==> src/rtl/ack_nak_gen.sv <==
// ack_nak_gen: receive-side data-link sequence checker.
// Classifies each received TLP (accept / duplicate / bad / ahead), tracks
// NEXT_RCV_SEQ, coalesces ACKs behind a timer and issues ACK/NAK DLLPs
// with NAK-scheduled suppression. ack_nak: 00 none, 01 ACK, 10 NAK.
module ack_nak_gen #(
  parameter int SEQ_W       = 12,
  parameter int ACK_TIMEOUT = 64
) (
  input  logic             clk,
  input  logic             reset,
  input  logic             rx_valid,
  input  logic [SEQ_W-1:0] rx_seq,
  input  logic             rx_crc_ok,
  output logic             tlp_accept,
  output logic             tlp_discard,
  output logic             dllp_valid,
  input  logic             dllp_ready,
  output logic [1:0]       ack_nak,
  output logic [SEQ_W-1:0] ack_seq,
  output logic [SEQ_W-1:0] next_seq,
  output logic             nak_scheduled
);

  // Timer saturates one past the fire point so a pending ACK requests only once.
  localparam int TMR_W = $clog2(ACK_TIMEOUT + 1);
  localparam logic [TMR_W-1:0] TMR_ZERO = {TMR_W{1'b0}};
  localparam logic [TMR_W-1:0] TMR_ONE  = TMR_W'(1);
  localparam logic [TMR_W-1:0] TMR_FIRE = TMR_W'(ACK_TIMEOUT - 1);
  localparam logic [TMR_W-1:0] TMR_SAT  = TMR_W'(ACK_TIMEOUT);
  localparam logic [SEQ_W-1:0] SEQ_ZERO = {SEQ_W{1'b0}};
  localparam logic [SEQ_W-1:0] SEQ_ONE  = {{(SEQ_W-1){1'b0}}, 1'b1};
  localparam logic [SEQ_W-1:0] SEQ_HALF = {1'b1, {(SEQ_W-1){1'b0}}};

  typedef enum logic [1:0] {
    IDLE     = 2'd0,
    SEND_ACK = 2'd1,
    SEND_NAK = 2'd2
  } state_t;

  state_t             state_r;
  logic               dllp_valid_r;
  logic [1:0]         ack_nak_r;
  logic [SEQ_W-1:0]   ack_seq_r;
  logic [SEQ_W-1:0]   next_seq_r;
  logic               nak_scheduled_r;
  logic               tlp_accept_r;
  logic               tlp_discard_r;
  logic               nak_req_r;
  logic               ack_req_r;
  logic               ack_pending_r;
  logic [TMR_W-1:0]   timer_r;

  logic [SEQ_W-1:0]   diff_s;
  logic               accept_s;
  logic               discard_s;
  logic               set_nak_s;
  logic               set_ack_s;
  logic               timer_fire_s;
  logic               entry_s;
  logic               clr_nak_s;
  logic               clr_ack_s;

  assign tlp_accept    = tlp_accept_r;
  assign tlp_discard   = tlp_discard_r;
  assign dllp_valid    = dllp_valid_r;
  assign ack_nak       = ack_nak_r;
  assign ack_seq       = ack_seq_r;
  assign next_seq      = next_seq_r;
  assign nak_scheduled = nak_scheduled_r;

  // Classify the strobed TLP against NEXT_RCV_SEQ and decide which requests it raises.
  always_comb begin
    diff_s    = next_seq_r - rx_seq;
    accept_s  = 1'b0;
    discard_s = 1'b0;
    set_nak_s = 1'b0;
    set_ack_s = 1'b0;
    if (rx_valid) begin
      if (!rx_crc_ok) begin
        discard_s = 1'b1;
        set_nak_s = !nak_scheduled_r;
      end else if (diff_s == SEQ_ZERO) begin
        accept_s = 1'b1;
      end else if (diff_s <= SEQ_HALF) begin
        // Already received: re-acknowledge so the sender can purge it.
        discard_s = 1'b1;
        set_ack_s = 1'b1;
      end else begin
        // Sequence ahead of expectation: something was lost.
        discard_s = 1'b1;
        set_nak_s = !nak_scheduled_r;
      end
    end else begin
      discard_s = 1'b0;
    end
  end

  // Entry into a send state happens only from IDLE; NAK has priority.
  always_comb begin
    timer_fire_s = ack_pending_r && (timer_r == TMR_FIRE);
    entry_s      = (state_r == IDLE) && (nak_req_r || ack_req_r);
    clr_nak_s    = entry_s && nak_req_r;
    clr_ack_s    = entry_s && !nak_req_r;
  end

  // Receive bookkeeping: accept/discard pulses, NEXT_RCV_SEQ and NAK-scheduled flag.
  always_ff @(posedge clk or posedge reset) begin
    if (reset) begin
      tlp_accept_r    <= 1'b0;
      tlp_discard_r   <= 1'b0;
      next_seq_r      <= SEQ_ZERO;
      nak_scheduled_r <= 1'b0;
    end else begin
      tlp_accept_r  <= accept_s;
      tlp_discard_r <= discard_s;
      if (accept_s) begin
        next_seq_r      <= next_seq_r + SEQ_ONE;
        nak_scheduled_r <= 1'b0;
      end else if (set_nak_s) begin
        nak_scheduled_r <= 1'b1;
      end else begin
        nak_scheduled_r <= nak_scheduled_r;
      end
    end
  end

  // Request flags, ACK-pending and coalescing timer; a new set wins over an entry clear.
  always_ff @(posedge clk or posedge reset) begin
    if (reset) begin
      nak_req_r     <= 1'b0;
      ack_req_r     <= 1'b0;
      ack_pending_r <= 1'b0;
      timer_r       <= TMR_ZERO;
    end else begin
      nak_req_r     <= set_nak_s | (nak_req_r & ~clr_nak_s);
      ack_req_r     <= set_ack_s | timer_fire_s | (ack_req_r & ~clr_ack_s);
      ack_pending_r <= accept_s | (ack_pending_r & ~entry_s);
      if (entry_s || !ack_pending_r) begin
        timer_r <= TMR_ZERO;
      end else if (timer_r != TMR_SAT) begin
        timer_r <= timer_r + TMR_ONE;
      end else begin
        timer_r <= timer_r;
      end
    end
  end

  // DLLP FSM: capture the acknowledged sequence on entry, hold until the link takes it.
  always_ff @(posedge clk or posedge reset) begin
    if (reset) begin
      state_r      <= IDLE;
      dllp_valid_r <= 1'b0;
      ack_nak_r    <= 2'b00;
      ack_seq_r    <= SEQ_ZERO;
    end else begin
      case (state_r)
        IDLE: begin
          if (nak_req_r) begin
            state_r      <= SEND_NAK;
            dllp_valid_r <= 1'b1;
            ack_nak_r    <= 2'b10;
            ack_seq_r    <= next_seq_r - SEQ_ONE;
          end else if (ack_req_r) begin
            state_r      <= SEND_ACK;
            dllp_valid_r <= 1'b1;
            ack_nak_r    <= 2'b01;
            ack_seq_r    <= next_seq_r - SEQ_ONE;
          end else begin
            state_r      <= IDLE;
            dllp_valid_r <= 1'b0;
            ack_nak_r    <= 2'b00;
          end
        end
        SEND_ACK, SEND_NAK: begin
          if (dllp_ready) begin
            state_r      <= IDLE;
            dllp_valid_r <= 1'b0;
            ack_nak_r    <= 2'b00;
          end else begin
            state_r <= state_r;
          end
        end
        default: begin
          state_r      <= IDLE;
          dllp_valid_r <= 1'b0;
          ack_nak_r    <= 2'b00;
        end
      endcase
    end
  end

endmodule

==> config.mk <==
export PLATFORM = sky130hd
export DESIGN_NAME = ack_nak_gen
export DESIGN_NICKNAME = d
export VERILOG_FILES = /design/src/rtl/ack_nak_gen.sv
export SDC_FILE = /design/constraint.sdc
export NUM_CORES = 1
export LEC_CHECK = 0
export BUFFER_PORTS_ARGS = -buffer_cell sky130_fd_sc_hd__buf_4
export CAP_MARGIN = 20
export CORE_MARGIN = 10
export CORE_UTILIZATION = 25
export DETAILED_ROUTE_END_ITERATION = 8
export PLACE_DENSITY = 0.47
export SLEW_MARGIN = 20
export SYNTH_ARGS = -nofsm -noshare
export SYNTH_HDL_FRONTEND = slang
export SYNTH_SLANG_ARGS = --single-unit
==> constraint.sdc <==
create_clock -name clk -period 3.66 [get_ports clk]
set_input_delay 0.549 -clock clk [delete_from_list [all_inputs] [get_ports clk]]
set_output_delay 0.549 -clock clk [all_outputs]
set_load 0.01 [all_outputs]
==> summary.md, run 1 <==
| Metric | Value |
|---|---|
| Via count | `2097` |
| LEAKAGE | `1.544 nW` |
| Max-cap violation count | `0` |
| Max-slew violations | `0` |
| Outcome | `finished, final reports clean` |
| Flops & latches, synth | `40` |
| Mean post-synth cell area | `8.881 um2` |
| Async S/R FF share, synth | `100.0%` |
| Fillers | `1076` |
| Placement Setup Slack | `410.8 ps` |
| Synth Flop Type | `dfrtp_1` |
| Final min period | `3270 ps` |
| Drt pass-1 iters | `4` |
| Final setup fails | `0` |
| First-pass GRT wire length | `10830 um` |
| DRC Markers | `0` |
| Worst hold margin | `400.9 ps` |
| Initial DRC count | `96` |
| Die width | `120.8 um` |
| Layout Nets | `372` |
| Clock Latency Late Sink | `280 ps` |
| Total GRT Usage | `9.034%` |
| R2r setup slk | `390 ps` |
| Worst vdd ir | `0.1436 mV` |
| Register Area | `0.001001 mm2` |
| Multi-input logic area | `0.001396 mm2` |
| Critical Path RT | `3870 ps` |
| # hold bufs at CTS | `0` |
| Antenna cells | `0` |
| Final Hold Fails | `0` |
| Class of the worst hold path | `primary input to async pin` |
| Final HPWL DP | `5296 um` |
| Final Cell Area | `0.003152 mm2` |
| Num CTS Buffers | `5` |
| Ports | `47` |
| CTS tree | `yes` |
| Final WS setup | `389.8 ps` |
| Worst EP arrival | `3480 ps` |
| Final TNS setup | `0 ps` |
| Tcrit/Tclk final | `89.35%` |
| Starting Density | `25.87%` |
| Power Dens Cells | `264.4 mW/mm2` |
| Clk_skew | `2.836 ps` |
| Max Clock Freq | `305.8 MHz` |
| Post-synth top area cell | `dfrtp_1` |
| YS warnings | `0` |
| Max transition margin | `54.76%` |
| Gpl congestion | `0.8541` |
| Clk root buf | `clkbuf_8` |
| Crit-path max FO | `9` |
| Vias in the first global route | `2152` |
| Crit path from | `next_seq[0]$_DFFE_PP0P_` |
| PortBufs | `46` |
| Most used cells in the layout excluding fill and tap cells | `buf_4 (56), dfrtp_1 (40), nand2_1 (36)` |
| Yosys cell types | `48` |
| Crit path capture type | `flop` |
| DRT antenna net count | `0` |
| Die height | `120.8 um` |
| Final core occ | `32.10%` |
| Syn Nets | `320` |
| Clock Sinks | `40` |
| Avg WL per Cell | `13.88 um` |
| Layout cell share with drive strength beyond 1 | `20.71%` |
| Sequential-to-total area share from yosys stat | `39.41%` |
| # Post-CTS Setup Buffers | `0` |
| Antenna violations before repair | `0` |
| Placed Area | `0.003074 mm2` |
| Total power | `0.8334 mW` |
| Yosys top cell area share | `39.41%` |
| Worst-Margin Slew | `672.4 ps` |
| Worst-path clk slew | `70 ps` |
| Synth area leaders | `dfrtp_1 (39%), ha_1 (7.9%), xor2_1 (6.2%), nand2_1 (5.3%), xnor2_1 (4.1%)` |
| Clk buf depth | `2` |
| Area Overhead vs Synth | `24.09%` |
| R2r endpoint | `next_seq[9]$_DFFE_PP0P_` |
| Commonest non-fill, non-tap cell in the layout | `buf_4` |
| Reg2Reg Depth | `12` |
| Post-synth EDFFs | `0` |
| Post-detailed-route via-to-cell ratio | `4.452` |
| Total gr overflow | `0` |
| Die area | `0.01459 mm2` |
| Final std cells w/o fill | `471` |
| Drt total wl | `6536 um` |
| Placed Instances | `464` |
| CP Class | `flop to flop` |
| Post_cts resized | `0` |
| Cells after Synth | `286` |
| RR Startpoint | `next_seq[0]$_DFFE_PP0P_` |
| Row cnt | `36` |
| Synth Cell Area | `0.002540 mm2` |
| Core area | `0.009819 mm2` |
| Pin count of the biggest net entering global routing | `41` |
| Startpoint Class | `flop` |
| Max H-tree Level | `2` |
| RSZ-0062 raised after global routing | `no` |
[cells by family after synthesis]
logic type               share of synthesized area [%]
buffers and inverters                            5.615
AND/OR/NAND/NOR                                  21.43
XOR/XNOR                                         10.34
adder cells (fa/ha/maj)                          8.670
flip-flops                                       39.41
multiplexers                                    0.8374
AO/OA/AOI/OAI                                    13.70
[cell usage after synthesis (2+ instances only)]
cell	number
nor2_1	18
xor2_1	18
a31oi_1	2
ha_1	16
nor3_2	4
xnor2_1	12
nand3_1	13
dfrtp_1	40
nor3_1	8
and3_1	5
a21o_1	3
nand2b_1	2
o2111ai_1	2
o21ai_0	15
inv_1	23
nand2_1	36
nor2b_1	2
o31ai_1	2
nor4b_1	2
a21oi_1	17
o21ai_1	4
nor3b_1	2
nand3b_1	2
clkbuf_1	8
nor4_1	7
[flip-flops by register name, indices dropped and copies added, names as in the netlist]
signal and cells:
dllp_valid 1, next_seq 12, nak_req_r 1, tlp_accept 1
timer_r 7, nak_scheduled 1, ack_nak 2, ack_seq 12
tlp_discard 1, ack_req_r 1, ack_pending_r 1
[final cells by class]
type,count,share of cell area (%)
Clock inverter,1,0.1588
Tap cell,133,5.280
Clock buffer,6,2.303
Multi-Input combinational cell,211,44.30
Timing Repair Buffer,56,13.34
Inverter,24,2.858
Sequential cell,40,31.76
[critical path, cell delays in order (launching register included)]
cell      delay [ps]
dfrtp_1          520
inv_1            140
ha_1             230
fa_1             400
nand2b_1         180
a21oi_1          310
o41ai_2          110
xnor2_1          180
nor4_4           330
nand4b_1         220
buf_4            230
nor3_2           190
xor2_1           160
[per-layer routing]
metal	up-vias	wire, um	global-route usage [%]
met2	43	2981	14.33
met4	0	59	1.961
met3	6	301	2.652
met5	-	0	0
met1	959	3193	11.85
li1	1089	-	-
[where the power goes]
group          leakage (nW)  internal, mW  switching (mW)  total, mW
sequential            0.540         0.451         0.00499      0.456
combinational         0.962        0.0457          0.0588      0.104
clock                0.0410         0.130           0.143      0.273
total                  1.54         0.626           0.207      0.833
[worst max-delay path by stage]
stage                                   end  slack (ps)  cells past startpoint
floorplan           next_seq[9]$_DFFE_PP0P_         660                     13
global placement    next_seq[7]$_DFFE_PP0P_         500                     12
detailed placement  next_seq[9]$_DFFE_PP0P_         410                     12
CTS                 next_seq[9]$_DFFE_PP0P_         390                     12
global route        next_seq[7]$_DFFE_PP0P_         110                     12
finish              next_seq[9]$_DFFE_PP0P_         390                     12
(Power assumes the default switching activity.)
==> run 2: changes to the inputs <==
==> constraint.sdc (replaced) <==
create_clock -name clk -period 3.66 [get_ports clk]
set_input_delay 0.183 -clock clk [delete_from_list [all_inputs] [get_ports clk]]
set_output_delay 0.183 -clock clk [all_outputs]
set_load 0.01 [all_outputs]
==> run 2 against run 1 <==
Against the previous run:
- wire length increased by 0.92%
- clock power is 32% higher
- critical path depth stayed put
- register-to-register slack gained 30 ps
- combinational power hardly changed
- fmax rose by 0.98%
- utilization rose by 0.23 points
- non-clock buffer count down 1
- via count up 0.76%
- first-iteration DRC count rose by 73%
- largest cell class unchanged
==> summary.md, run 2 (synthesis results as in run 1) <==
| Metric | Value |
|---|---|
| Worst-Margin Slew | `752.5 ps` |
| Final TNS setup | `0 ps` |
| Max Clock Freq | `308.8 MHz` |
| DRT antenna net count | `0` |
| Crit-path max FO | `9` |
| Initial DRC count | `166` |
| Most used cells in the layout excluding fill and tap cells | `buf_4 (55), dfrtp_1 (40), nand2_1 (36)` |
| Post_cts resized | `0` |
| Outcome | `finished, final reports clean` |
| Via count | `2113` |
| Starting Density | `25.87%` |
| Max H-tree Level | `2` |
| Drt pass-1 iters | `4` |
| Final WS setup | `421.7 ps` |
| Grt met1 use | `11.93%` |
| Commonest non-fill, non-tap cell in the layout | `buf_4` |
| Final setup fails | `0` |
| Total GRT Usage | `9.248%` |
| Met2 Use GR | `15.42%` |
| Worst hold margin | `21.59 ps` |
| Die area | `0.01459 mm2` |
| Die height | `120.8 um` |
| Ports | `47` |
| Power Dens Cells | `289.4 mW/mm2` |
| First-pass GRT wire length | `11100 um` |
| Layout Nets | `371` |
| DRC Markers | `0` |
| Class of the worst hold path | `primary input to async pin` |
| Post-detailed-route via-to-cell ratio | `4.486` |
| Clock Sinks | `40` |
| RSZ-0062 raised after global routing | `no` |
| RR Startpoint | `next_seq[0]$_DFFE_PP0P_` |
| Crit path capture type | `flop` |
| Placement Setup Slack | `391.8 ps` |
| Placed Instances | `463` |
| Core area | `0.009819 mm2` |
| Clk root buf | `clkbuf_8` |
| CTS tree | `yes` |
| Row cnt | `36` |
| R2r setup slk | `420 ps` |
| Pin count of the biggest net entering global routing | `41` |
| Placed Area | `0.003067 mm2` |
| Avg WL per Cell | `14.00 um` |
| Clk buf depth | `2` |
| Total power | `0.9188 mW` |
| Worst-path clk slew | `80 ps` |
| Antenna violations before repair | `0` |
| Met3 Use GR | `2.280%` |
| Worst vdd ir | `0.1510 mV` |
| Crit path from | `next_seq[0]$_DFFE_PP0P_` |
| Max transition margin | `49.37%` |
| Startpoint Class | `flop` |
| Clk_skew | `9.333 ps` |
| Final HPWL DP | `5273 um` |
| Max-cap violation count | `0` |
| Vias in the first global route | `2191` |
| Num CTS Buffers | `5` |
| PortBufs | `46` |
| Final min period | `3238 ps` |
| # Post-CTS Setup Buffers | `0` |
| CP Class | `flop to flop` |
| Final std cells w/o fill | `471` |
| Max-slew violations | `0` |
| Critical Path RT | `3880 ps` |
| LEAKAGE | `1.554 nW` |
| Gpl congestion | `0.8183` |
| Gr busiest metal | `met2` |
| Final Cell Area | `0.003174 mm2` |
| Worst EP arrival | `3450 ps` |
| # hold bufs at CTS | `0` |
| Area Overhead vs Synth | `24.98%` |
| Drt total wl | `6596 um` |
| Die width | `120.8 um` |
| Tcrit/Tclk final | `88.48%` |
| Final Hold Fails | `0` |
| Clock Latency Late Sink | `290 ps` |
| Final core occ | `32.33%` |
| Layout cell share with drive strength beyond 1 | `20.71%` |
| Total gr overflow | `0` |
| Antenna cells | `0` |
-- run 2: changes by cell type in the layout (fill, tap and decap cells not counted) --
cell and change:
buf_4 -1, bufinv_16 +1
-- run 2: worst max-delay path, cell delays in order, from the launching register on --
cell and delay [ps]:
dfrtp_1 500, inv_1 110, ha_1 210, fa_1 390
nand2b_1 170, a21oi_1 270, o41ai_2 100, xnor2_1 180
nor4_4 330, nand4b_1 190, buf_4 210, nor4_1 330
xor2_1 170
-- run 2: worst paths after layout --
check / to / cells past startpoint
max in group asynchronous: next_seq[4]$_DFFE_PP0P_ / 3
hold / removal: dllp_valid$_DFFE_PP0P_ / 3
min in group clk: tlp_discard$_DFF_PP0_ / 2
setup / recovery: next_seq[10]$_DFFE_PP0P_ / 12
hold reg to reg: dllp_valid$_DFFE_PP0P_ / 2
setup reg to reg: next_seq[10]$_DFFE_PP0P_ / 12
-- run 2: final cells by class --
cell class / count / area, um2
timing repair buffer: 55 / 412.9
clock inverter: 2 / 35.03
fill: 1071 / 6645
tap: 133 / 166.4
inverter: 24 / 90.09
multi-input combinational: 211 / 1396
sequential: 40 / 1001
clock buffer: 6 / 72.57
-- run 2: power breakdown --
group	internal, mW	switching (mW)	total [mW]
clock network	0.203	0.156	0.359
registers	0.451	0.00506	0.456
logic	0.0455	0.0587	0.104
-- run 2: layer usage --
metal,share of wire (%),vias to the layer above,routed length [um]
met5,0,-,0
met4,0.55,0,36
met3,3.7,5,243
met2,47,36,3078
met1,49,984,3238
li1,-,1088,-
==> run 3: changes to the inputs <==
--- a/config.mk
+++ b/config.mk
@@ -8,10 +8,10 @@
 export BUFFER_PORTS_ARGS = -buffer_cell sky130_fd_sc_hd__buf_4
 export CAP_MARGIN = 20
 export CORE_MARGIN = 10
-export CORE_UTILIZATION = 25
+export CORE_UTILIZATION = 56
 export DETAILED_ROUTE_END_ITERATION = 8
-export PLACE_DENSITY = 0.47
-export SLEW_MARGIN = 20
+export PLACE_DENSITY = 0.85
+export SLEW_MARGIN = 40
 export SYNTH_ARGS = -nofsm -noshare
 export SYNTH_HDL_FRONTEND = slang
 export SYNTH_SLANG_ARGS = --single-unit
==> constraint.sdc (replaced) <==
create_clock -name clk -period 3.66 [get_ports clk]
set_input_delay 0.183 -clock clk [delete_from_list [all_inputs] [get_ports clk]]
set_output_delay 0.183 -clock clk [all_outputs]
set_load 0.005 [all_outputs]
==> run 3 against run 2 <==
Against the previous run:
- critical path type unchanged
- largest cell class unchanged
- critical path depth stayed put
- largest power group unchanged
- cell area shrank 3.5%
- clock-buffer cell count grew 1
- first-iteration DRC count down 46%
- via count increased by 2.6%
==> summary.md, run 3 (synthesis results as in run 1) <==
| Metric | Value |
|---|---|
| Outcome | `finished, final reports clean` |
| Ports | `47` |
| Total GRT Usage | `16.54%` |
| Worst vdd ir | `0.2438 mV` |
| Hold path start | `rx_crc_ok` |
| Startpoint Class | `flop` |
| DRT antenna net count | `0` |
| Avg WL per Cell | `15.15 um` |
| Core area | `0.004384 mm2` |
| Clk buf depth | `2` |
| WP buf/inv | `2` |
| Crit-path max cell delay | `500 ps` |
| Antenna violations before repair | `0` |
| Reg2Reg Depth | `12` |
| Clk root buf | `clkbuf_8` |
| Crit path from | `next_seq[0]$_DFFE_PP0P_` |
| Max Clock Freq | `302.6 MHz` |
| RR Startpoint | `next_seq[0]$_DFFE_PP0P_` |
| Vias in the first global route | `2212` |
| Worst-Margin Slew | `674.0 ps` |
| Class of the worst hold path | `primary input to flop` |
| Total gr overflow | `0` |
| Initial DRC count | `89` |
| Final core occ | `69.89%` |
| Final min period | `3305 ps` |
| Worst path depth | `12` |
| # Post-CTS Setup Buffers | `0` |
| Tcrit/Tclk final | `90.29%` |
| Pin count of the biggest net entering global routing | `29` |
| PortBufs | `46` |
| Max-slew violations | `0` |
| Die area | `0.007629 mm2` |
| Final TNS setup | `0 ps` |
| Max H-tree Level | `2` |
| Clock Latency Late Sink | `290 ps` |
| R2r setup slk | `360 ps` |
| Clk_skew | `5.349 ps` |
| Crit-path max FO | `12` |
| Row cnt | `24` |
| Die height | `87.35 um` |
| CTS tree | `yes` |
| Layout cell share with drive strength beyond 1 | `20.77%` |
| Crit-path cells | `inv_1 -> ha_1 -> fa_1 -> nand2b_1 -> a21oi_1 -> o41ai_2 -> xnor2_1 -> nor4_4 -> nand4b_1 -> buf_4 -> nor4_1 -> xor2_1` |
| Area Overhead vs Synth | `20.64%` |
| Power Dens Cells | `281.4 mW/mm2` |
| Critical Path RT | `3870 ps` |
| Post-detailed-route via-to-cell ratio | `5.571` |
| Final setup fails | `0` |
| LEAKAGE | `1.546 nW` |
| Die width | `87.35 um` |
| RSZ-0062 raised after global routing | `no` |
| Final HPWL DP | `4692 um` |
| Drt total wl | `5893 um` |
| CP max-delay cell | `dfrtp_1` |
| Worst EP arrival | `3520 ps` |
| Max transition margin | `54.65%` |
| Most used cells in the layout excluding fill and tap cells | `buf_4 (54), dfrtp_1 (40), nand2_1 (36)` |
| Drt pass-1 iters | `5` |
| Fillers | `352` |
| Antenna cells | `0` |
| Via count | `2167` |
| Crit path capture type | `flop` |
| Commonest non-fill, non-tap cell in the layout | `buf_4` |
| Layout Nets | `371` |
| Worst-path clk slew | `70 ps` |
| Final Hold Fails | `0` |
| CP Class | `flop to flop` |
| DRC Markers | `0` |
| Crit path max-delay family | `simple AND/OR/NAND/NOR gates` |
| Clock Sinks | `40` |
| Max-cap violation count | `0` |
| Starting Density | `57.93%` |
| First-pass GRT wire length | `10330 um` |
| Gpl congestion | `0.9521` |
| Num CTS Buffers | `5` |
| Hold path cells | `2` |
-- run 3: cell count changes in the layout (fill, tap and decap cells not counted), sizes merged --
cell | previous run | this run
buf | 55 | 54
bufinv | 1 | 0
clkbuf | 6 | 7
clkinv | 1 | 0
dlygate4sd3 | 0 | 1
-- run 3: power by group --
group | internal, mW | switching, mW | leakage [nW]
registers | 0.451 | 0.00460 | 0.540
clock network | 0.168 | 0.139 | 0.0503
logic | 0.0460 | 0.0537 | 0.956
-- run 3: routing by layer --
metal	vias up	global-route usage, %	share of wire (%)
met2	54	28.77	51
met4	0	4.638	1.2
li1	1087	-	-
met3	10	4.026	4.5
met1	1016	19.59	43
met5	-	0	0
-- run 3: final timing paths --
check	to
setup reg to reg	next_seq[11]$_DFFE_PP0P_
max in group asynchronous	ack_seq[1]$_DFFE_PP0P_
hold reg to reg	dllp_valid$_DFFE_PP0P_
hold / removal	tlp_discard$_DFF_PP0_
setup / recovery	next_seq[11]$_DFFE_PP0P_
min in group asynchronous	timer_r[4]$_DFFE_PP0P_
-- run 3: cell type report --
type	count	area, um2	area share, %
Sequential cell	40	1001	32.67
Clock buffer	7	96.34	3.144
Timing Repair Buffer	55	415.4	13.56
Multi-Input combinational cell	211	1396	45.57
Tap cell	52	65.06	2.123
Inverter	24	90.09	2.940
-- run 3: repair_timing --
item / in CTS / in global routing
hold endpoints to repair: 27 / 0
gates resized for setup: 0 / 0
hold buffers: 1 / 0
-- run 3: stage by stage --
step / area, um2 / total power, mW / setup WS, ps / std cells / hold slack (ps)
global placement: 2958 / 0.5616 / 588.0 / 381 / 408.6
finish: 3064 / 0.8621 / 355.4 / 389 / 123.2
floorplan: 2540 / 0.5222 / 696.9 / 286 / 275.5
CTS: 3064 / 0.8721 / 373.3 / 389 / 117.6
global route: 3064 / 0.9011 / 104.2 / 389 / 117.2
detailed placement: 2958 / 0.5644 / 399.9 / 381 / 285.7
